## config.mk

```make
export PLATFORM = sky130hd
export DESIGN_NAME = fpu_round_pack
export DESIGN_NICKNAME = d
export VERILOG_FILES = /design/src/rtl/fpu_round_pack.sv
export SDC_FILE = /design/constraint.sdc
export NUM_CORES = 1
export LEC_CHECK = 0
export ABC_CLOCK_PERIOD_IN_PS = 3900
export BUFFER_PORTS_ARGS = -buffer_cell sky130_fd_sc_hd__buf_2
export CAP_MARGIN = 40
export CORE_MARGIN = 4
export CORE_UTILIZATION = 40
export CTS_CLUSTER_SIZE = 40
export DETAILED_ROUTE_END_ITERATION = 12
export GPL_TIMING_DRIVEN = 0
export PLACE_DENSITY = 0.6
export SLEW_MARGIN = 20
export SYNTH_ARGS = -nofsm -noshare
export SYNTH_HDL_FRONTEND = slang
export SYNTH_SLANG_ARGS = --single-unit
```

## constraint.sdc

```tcl
create_clock -name clk -period 3.9 [get_ports clk]
set_clock_uncertainty 0.2 [all_clocks]
set_input_delay 0.195 -clock clk [delete_from_list [all_inputs] [get_ports clk]]
set_output_delay 0.195 -clock clk [all_outputs]
set_load 0.05 [all_outputs]
```

## src/rtl/fpu_round_pack.sv

```systemverilog
// fpu_round_pack: normalises an extended mantissa/exponent pair, rounds it
// to nearest-even and packs the result into an IEEE-754 single.
module fpu_round_pack (
    input  logic        clk,
    input  logic        rst_n,
    input  logic        in_valid,
    output logic        in_ready,
    input  logic        in_sign,
    input  logic [9:0]  in_exp,
    input  logic [27:0] in_mant,
    input  logic        in_nan,
    input  logic        in_inf,
    input  logic        in_zero,
    output logic        out_valid,
    input  logic        out_ready,
    output logic [31:0] out_result,
    output logic        out_overflow,
    output logic        out_underflow,
    output logic        out_inexact
);

    typedef enum logic [1:0] {IDLE, NORM, ROUND, OUT} state_t;

    state_t             r_state;
    state_t             w_state_nxt;
    logic               r_sign;
    logic signed [11:0] r_exp;
    logic [27:0]        r_mant;
    logic [31:0]        r_result;
    logic               r_ovf;
    logic               r_unf;
    logic               r_inx;

    logic               w_special;
    logic               w_mant_zero;
    logic               w_norm_exit;
    logic [27:0]        w_norm_mant;
    logic signed [11:0] w_norm_exp;

    logic               w_grs;
    logic               w_inc;
    logic [24:0]        w_sum;
    logic [23:0]        w_rmant;
    logic signed [11:0] w_rexp;
    logic               w_hidden;
    logic               w_ovf;

    assign w_special   = in_nan | in_inf | in_zero;
    assign w_mant_zero = (r_mant == 28'h0);

    // One normalisation step per cycle; earlier rules take precedence.
    always_comb begin
        w_norm_mant = r_mant;
        w_norm_exp  = r_exp;
        w_norm_exit = 1'b0;
        if (w_mant_zero) begin
            w_norm_exit = 1'b0;
        end else if (r_mant[27]) begin
            w_norm_mant = {1'b0, r_mant[27:2], r_mant[1] | r_mant[0]};
            w_norm_exp  = r_exp + 12'sd1;
        end else if (r_exp <= -12'sd25) begin
            w_norm_mant = {27'h0, |r_mant};
            w_norm_exp  = 12'sd1;
        end else if (r_exp < 12'sd1) begin
            w_norm_mant = {1'b0, r_mant[27:2], r_mant[1] | r_mant[0]};
            w_norm_exp  = r_exp + 12'sd1;
        end else if (!r_mant[26] && (r_exp > 12'sd1)) begin
            w_norm_mant = {r_mant[26:0], 1'b0};
            w_norm_exp  = r_exp - 12'sd1;
        end else begin
            w_norm_exit = 1'b1;
        end
    end

    assign w_grs    = |r_mant[2:0];
    assign w_inc    = r_mant[2] & (r_mant[1] | r_mant[0] | r_mant[3]);
    assign w_sum    = {1'b0, r_mant[26:3]} + {24'h0, w_inc};
    assign w_rmant  = w_sum[24] ? w_sum[24:1] : w_sum[23:0];
    assign w_rexp   = w_sum[24] ? (r_exp + 12'sd1) : r_exp;
    assign w_hidden = w_rmant[23];
    assign w_ovf    = (w_rexp >= 12'sd255);

    always_ff @(posedge clk or negedge rst_n) begin
        if (!rst_n) begin
            r_state <= IDLE;
        end else begin
            r_state <= w_state_nxt;
        end
    end

    always_comb begin
        w_state_nxt = r_state;
        unique case (r_state)
            IDLE: begin
                if (in_valid) begin
                    w_state_nxt = w_special ? OUT : NORM;
                end
            end
            NORM: begin
                if (w_mant_zero) begin
                    w_state_nxt = OUT;
                end else if (w_norm_exit) begin
                    w_state_nxt = ROUND;
                end
            end
            ROUND: w_state_nxt = OUT;
            OUT: begin
                if (out_ready) begin
                    w_state_nxt = IDLE;
                end
            end
            default: w_state_nxt = IDLE;
        endcase
    end

    always_comb begin
        in_ready      = rst_n && (r_state == IDLE);
        out_valid     = (r_state == OUT);
        out_result    = r_result;
        out_overflow  = r_ovf;
        out_underflow = r_unf;
        out_inexact   = r_inx;
    end

    always_ff @(posedge clk or negedge rst_n) begin
        if (!rst_n) begin
            r_sign   <= 1'b0;
            r_exp    <= 12'sd0;
            r_mant   <= 28'h0;
            r_result <= 32'h0;
            r_ovf    <= 1'b0;
            r_unf    <= 1'b0;
            r_inx    <= 1'b0;
        end else begin
            unique case (r_state)
                IDLE: begin
                    if (in_valid) begin
                        r_sign <= in_sign;
                        r_exp  <= {{2{in_exp[9]}}, in_exp};
                        r_mant <= in_mant;
                        r_ovf  <= 1'b0;
                        r_unf  <= 1'b0;
                        r_inx  <= 1'b0;
                        if (in_nan) begin
                            r_result <= 32'h7FC00000;
                        end else if (in_inf) begin
                            r_result <= {in_sign, 8'hFF, 23'h0};
                        end else if (in_zero) begin
                            r_result <= {in_sign, 31'h0};
                        end
                    end
                end
                NORM: begin
                    if (w_mant_zero) begin
                        r_result <= {r_sign, 31'h0};
                        r_ovf    <= 1'b0;
                        r_unf    <= 1'b0;
                        r_inx    <= 1'b0;
                    end else begin
                        r_mant <= w_norm_mant;
                        r_exp  <= w_norm_exp;
                    end
                end
                ROUND: begin
                    if (w_ovf) begin
                        r_result <= {r_sign, 8'hFF, 23'h0};
                    end else begin
                        r_result <= {r_sign,
                                     w_hidden ? w_rexp[7:0] : 8'h00,
                                     w_rmant[22:0]};
                    end
                    r_ovf <= w_ovf;
                    r_inx <= w_ovf | w_grs;
                    r_unf <= w_grs & ~w_hidden & ~w_ovf;
                end
                OUT: begin
                    r_ovf <= r_ovf;
                end
                default: begin
                    r_ovf <= r_ovf;
                end
            endcase
        end
    end

endmodule

```

# Yosys cells after proc, flatten, opt, wreduce, memory -nomap -nowiden
# Cells that the tools add are included.
[op_classes]
bitwise = 11
magnitude_cmp = 4
muxes = 40
reduce_logical = 16
addsub = 3
eq_ne = 10
[ops]
columns = ["operator", "count"]
rows = [
  ["2-to-1 mux 28 bit", 6],
  ["2-to-1 mux 32 bit", 5],
  ["case mux 32 bit (3 select lines)", 1],
  ["2-to-1 mux 12 bit", 7],
  ["case mux 28 bit (2 select lines)", 1],
  ["2-to-1 mux 31 bit", 1],
  ["zero test 28 bit", 1],
  ["OR reduction 28 bit", 1],
  ["adder 24 x 1 -> 25 bit", 1],
  ["2-to-1 mux 24 bit", 1],
  ["case mux 12 bit (2 select lines)", 1],
  ["adder 12 x 2 -> 12 bit, second input constant", 1],
  [">= comparator 12 x 9 -> 1 bit, second input constant", 1],
  ["greater-than comparator 12 x 2 -> 1 bit, second input constant", 1],
  ["<= comparator 12 x 6 -> 1 bit, second input constant", 1],
  ["< comparator 12 x 2 -> 1 bit, second input constant", 1],
  ["AND reduction 3 bit", 4],
  ["subtractor 12 x 2 -> 12 bit, second input constant", 1],
  ["2-to-1 mux 2 bit", 5],
  ["case mux 1 bit (3 select lines)", 3],
  ["2-to-1 mux 8 bit", 1],
  ["case mux 2 bit (4 select lines)", 1],
  ["AND reduction 4 bit", 2],
  ["2-to-1 mux 1 bit", 7],
  ["other kinds (17)", 29],
]
[word_totals]
out_inout_bits = 37
elab_cells = 93
regBits = 78

# Depth between registers and ports, before layout
[depth]
word_depth = 10
ltp_mapped = 12

# Worst setup path after synthesis
# No wires, ideal clock.
[synth_timing]
path_type = "reg-to-reg"
startpoint = "register r_mant[2]"
endpoint = "register r_result[0], in the netlist out_result[0]"
t_arrival_ns = 2.700
n_path_buf = 3
path_slack_ns = 0.933
setup_ns = 0.067
synth_period_minus_slack_ns = 2.967
stages_incl_launch_ff = 13
cell_sequence = "dfrtp_1 and2_1 ha_1 nand3_1 or4_1 buf_2 or2_1 buf_2 nor3_4 xnor2_1 a211oi_2 buf_4 a22o_1"
[synth_via]
elab_chain_len = 6
word_cells_on_any_way = 10
classes_between = "1 x add/sub; 1 x order compare; 1 x eq/ne; 4 x mux; 1 x bitwise; 2 x reduce/logical"
[synth_lines]
columns = ["element", "line", "text"]
rows = [
  ["start: declaration", "28", "logic [27:0] r_mant;"],
  ["start signal: assignment", "140", "r_mant <= in_mant;"],
  ["start signal: assignment", "160", "r_mant <= w_norm_mant;"],
  ["AND 1 bit", "76", "assign w_inc = r_mant[2] & (r_mant[1] | r_mant[0] | r_mant[3]);"],
  ["adder 24 x 1 -> 25 bit", "77", "assign w_sum = {1'b0, r_mant[26:3]} + {24'h0, w_inc};"],
  ["2-to-1 mux 12 bit", "79", "assign w_rexp = w_sum[24] ? (r_exp + 12'sd1) : r_exp;"],
  [">= comparator 12 x 9 -> 1 bit", "81", "assign w_ovf = (w_rexp >= 12'sd255);"],
  ["2-to-1 mux 31 bit", "165", "if (w_ovf) begin"],
  ["case mux 32 bit (3 select lines)", "135", "unique case (r_state)"],
  ["end signal: assignment", "147", "r_result <= {in_sign, 8'hFF, 23'h0};"],
  ["end signal: assignment", "166", "r_result <= {r_sign, 8'hFF, 23'h0};"],
  ["end signal: assignment", "168", "r_result <= {r_sign,"],
  ["end: declaration", "29", "logic [31:0] r_result;"],
]
# Parallel ways exist; a longest one is shown, timed or not.
# A chain may end at the register's enable or synchronous reset.

# Worst setup path in the final report
[layout_timing]
startpoint = "register r_mant[3]"
endpoint = "register r_result[6], in the netlist out_result[6]"
[layout_via]
elab_chain_len = 7
word_cells_on_any_way = 11
classes_between = "1 x add/sub; 1 x order compare; 1 x eq/ne; 4 x mux; 2 x bitwise; 2 x reduce/logical"
[layout_lines]
columns = ["element", "line"]
rows = [
  ["bitwise OR 1 bit", "76"],
  ["AND 1 bit", "76"],
  ["adder 24 x 1 -> 25 bit", "77"],
  ["2-to-1 mux 12 bit", "79"],
  [">= comparator 12 x 9 -> 1 bit", "81"],
  ["2-to-1 mux 31 bit", "165"],
  ["case mux 32 bit (3 select lines)", "135"],
]
# Parallel ways exist; a longest one is shown, timed or not.

==> summary.txt <==
STA
  • RSZ-0062 raised after global routing: no
  • Worst Tran Pin Value: 0.671 ns
  • Fmax: 284 MHz
  • Relative slew slack: 54.9%
  • Final Cycle Share: 90.2%
  • Tmin final: 3.52 ns
  • Final WS setup: 0.383 ns
  • Final Hold Fails: 0
  • Slew Limit Fails: 0
  • Setup_tns: 0 ns
  • Final hold slack: 0.0710 ns
  • Final setup viols: 0

Logic synthesis
  • Synth area leaders: dfrtp_1, nand2_1, a221oi_1
  • Ys async rst share: 100%
  • Library cells used by synthesis: 66
  • Synth top area share: 37.5%
  • Netlist Area Pre-Place: 5210 µm²
  • #FFs+latches synth: 78
  • Syn Inst Count: 602
  • Synth area leader: dfrtp_1
  • Ys flop type: dfrtp_1
  • Synth warnings: 0
  • Syn nets: 657
  • Register area share after synthesis: 37.5%
  • Mapped Avg Cell Area: 8.65 µm²
  • Number of flops mapped to enable cells by yosys: 0

Worst setup path
  • Critical-path cell list: and2_1, ha_1, and3_1, nand2_2, or4_1, nor4_1, o32ai_2, a211oi_2, buf_4, a22o_1
  • Worst reg2reg path depth: 10
  • Crit path largest cell delay: 0.68 ns
  • Capture point of the worst reg-to-reg path: out_result[6]
  • Crit. Startpoint: r_mant[3]
  • Worst Setup Path Type: reg2reg
  • Critical R2R Launch: r_mant[3]
  • Worst Path Max Fanout: 10
  • Setup crit start kind: register
  • Critical Path AT: 3.59 ns
  • Worst reg-to-reg setup slack: 0.38 ns
  • Worst EP required: 3.98 ns
  • Setup crit end kind: register
  • Worst setup path endpoint: out_result[6]
  • Crit path max-delay cell type: or4_1

Global route
  • First-pass GRT wire length: 26900 µm
  • Largest net degree at the start of global routing: 52
  • GRT overflow: 0
  • Vias in the first global route: 5101
  • Antenna violations before repair: 0
  • GRT Util Overall: 22.9%

Power and ir drop
  • Pwr/cell area: 935 nW/µm²
  • Leak pwr: 2.93 nW
  • Worst vdd ir: 0.325 mV

Place
  • Pre-CTS setup slack: 0.416 ns
  • HPWL Detailed: 12300 µm
  • Cell Area, Placed: 5870 µm²
  • IO Port Bufs: 82
  • RePlAce Congestion: 0.907
  • Placed insts: 857

Run status
  • Status: complete, no violations

Final layout
  • Cell area after layout: 6590 µm²
  • Fillers: 1243
  • Diode count: 0
  • Non-Filler Instances: 912
  • Multi-input logic area: 2860 µm²
  • Area grow syn2layout: 26.5%
  • Register Area: 1950 µm²
  • Final net count: 790
  • Layout cells sized above 1: 20.5%

Clock tree
  • Root Driver: clkbuf_16
  • Clock slew at reported path FFs: 0.06 ns
  • Total clock sinks: 78
  • Post-CTS Setup Bufs: 0
  • Clock buffer depth: 2
  • CTS tree: done
  • H-tree depth: 3
  • Clk_lat worst skew: 0.34 ns
  • CTS Buf Count: 9

Floorplan
  • Die width: 122 µm
  • Core area: 12700 µm²
  • Total die area: 14900 µm²
  • Rows: 41
  • Io pins: 83
  • Starting density of the core: 41.1%
  • Die H: 122 µm

Route
  • Vias/cell: 5.74
  • First-pass DRT Iterations: 5
  • Vias: 5236
  • Routed wire length: 16500 µm
  • Remaining antenna violation count: 0
  • Post-DR wirelength/cell: 18.1 µm
  • DRC errors left: 0
  • DR iter-0 viols: 487

Min path
  • HP Class: in2reg

Flow run
  • Max-cap violation count: 0
-- final cells by class --
class | count | area share [%]
clock inverters | 5 | 1.23
clock buffers | 11 | 3.84
flip-flops and latches | 78 | 29.6
multi-input cells | 443 | 43.3
inverters | 16 | 0.911
plain buffers | 65 | 5.18
well taps | 172 | 3.27
repair buffers | 122 | 12.6
-- cells by family (layout without fill, tap and decap cells) --
group                    after synthesis  in the layout  synth area share, %
AND/OR/NAND/NOR                      229            229                 21.4
buffers and inverters                 81            219                 7.71
multiplexers                           8              8                 1.59
AO/OA/AOI/OAI                        169            169                 25.0
flip-flops                            78             78                 37.5
XOR/XNOR                              28             28                 4.71
adder cells (fa/ha/maj)                9              9                 2.16
-- what timing repair did --
| item | CTS | global route |
|---|---|---|
| resized for setup | 0 | 0 |
| endpoints found under the hold margin | 117 | 0 |
| hold buffers | 39 | 0 |
| endpoints found under the setup margin | 0 | 0 |
-- cell usage after synthesis, types with 2 or more instances --
| master | number |
|---|---|
| mux2_2 | 2 |
| o31ai_1 | 27 |
| ha_1 | 9 |
| and3_1 | 6 |
| nor4_1 | 13 |
| buf_1 | 3 |
| inv_1 | 16 |
| a221o_1 | 2 |
| or3_1 | 4 |
| a2bb2oi_1 | 12 |
| a22oi_1 | 2 |
| or4_1 | 4 |
| o21ai_1 | 8 |
| mux2i_1 | 6 |
| nor2b_1 | 2 |
| a221oi_2 | 2 |
| a31oi_1 | 7 |
| a22o_1 | 10 |
| or2_1 | 2 |
| o31a_1 | 2 |
| xor2_1 | 8 |
| clkbuf_1 | 26 |
| buf_6 | 6 |
| nor3_1 | 13 |
| nand2_1 | 73 |
| nand3_1 | 25 |
| o211ai_1 | 2 |
| xnor2_1 | 20 |
| a221oi_1 | 24 |
| o21ai_0 | 14 |
| and2_1 | 6 |
| a21o_1 | 2 |
| o21bai_1 | 2 |
| a32o_1 | 13 |
| buf_4 | 6 |
| buf_2 | 24 |
| nor2_1 | 55 |
| nor3b_1 | 2 |
| dfrtp_1 | 78 |
| and4_1 | 3 |
| or2_2 | 3 |
| nand4_1 | 11 |
| a21oi_1 | 17 |
| o22ai_1 | 8 |
-- how the worst min path moves through the flow --
stage,startpoint,to,slack (ns),cells after the start
after floorplan,rst_n,out_inexact,-0.30,0
after global placement,in_sign,r_sign,0.26,2
after detailed placement,rst_n,r_mant[24],-0.04,1
after CTS,in_valid,r_sign,0.05,3
after global routing,in_valid,r_sign,0.06,3
final,in_nan,out_result[31],0.07,4
-- metrics by stage --
step                util [%]  power (mW)
global route            52.0        6.62
floorplan                  -        4.19
detailed placement      46.3        5.17
global placement        46.1        5.09
finish                  52.0        6.16
CTS                     52.0        6.16
-- sequential cells by signal, summed over array words and instances, names as in the netlist --
| signal | count |
|---|---|
| r_state | 2 |
| r_sign | 1 |
| r_exp | 12 |
| out_underflow | 1 |
| out_result | 32 |
| out_inexact | 1 |
| r_mant | 28 |
| out_overflow | 1 |
-- metal layers --
metal / up-vias / wire length [µm] / track usage, %
met3: 32 / 939 / 3.48
met1: 2518 / 7890 / 33.7
met5: - / 0 / 0
li1: 2497 / - / -
met2: 189 / 7240 / 33.9
met4: 0 / 414 / 8.68
-- critical path: cells and delay by family (launching register included) --
kind | cells | cell delay (ns)
adder cells (fa/ha/maj) | 1 | 0.19
buffers and inverters | 1 | 0.24
AO/OA/AOI/OAI | 3 | 0.71
AND/OR/NAND/NOR | 5 | 1.61
flip-flops | 1 | 0.50
-- placed cells by master, fill, tap and decap left out, types with 3 or more instances in the layout --
cell,netlist,final
a21oi_1,17,17
a221oi_1,24,24
a22o_1,10,10
a2bb2oi_1,12,12
a31oi_1,7,7
a32o_1,13,13
and2_1,6,6
and3_1,6,6
and4_1,3,3
buf_1,3,3
buf_2,24,105
buf_4,6,7
buf_6,6,6
clkbuf_1,26,26
clkbuf_16,0,9
dfrtp_1,78,78
dlygate4sd3_1,0,39
ha_1,9,9
inv_1,16,16
mux2i_1,6,6
nand2_1,73,73
nand3_1,25,25
nand4_1,11,11
nor2_1,55,55
nor3_1,13,13
nor4_1,13,13
o21ai_0,14,14
o21ai_1,8,8
o22ai_1,8,8
o31ai_1,27,27
or2_2,3,3
or3_1,4,4
or4_1,4,4
xnor2_1,20,20
xor2_1,8,8
-- report_power, final --
part           total [mW]  internal (mW)  switching, mW
Combinational        3.75           1.26           2.49
Sequential           1.47           1.19          0.281
Clock               0.937          0.595          0.342
Total                6.16           3.05           3.11
Power figures use the tool's default switching activity.
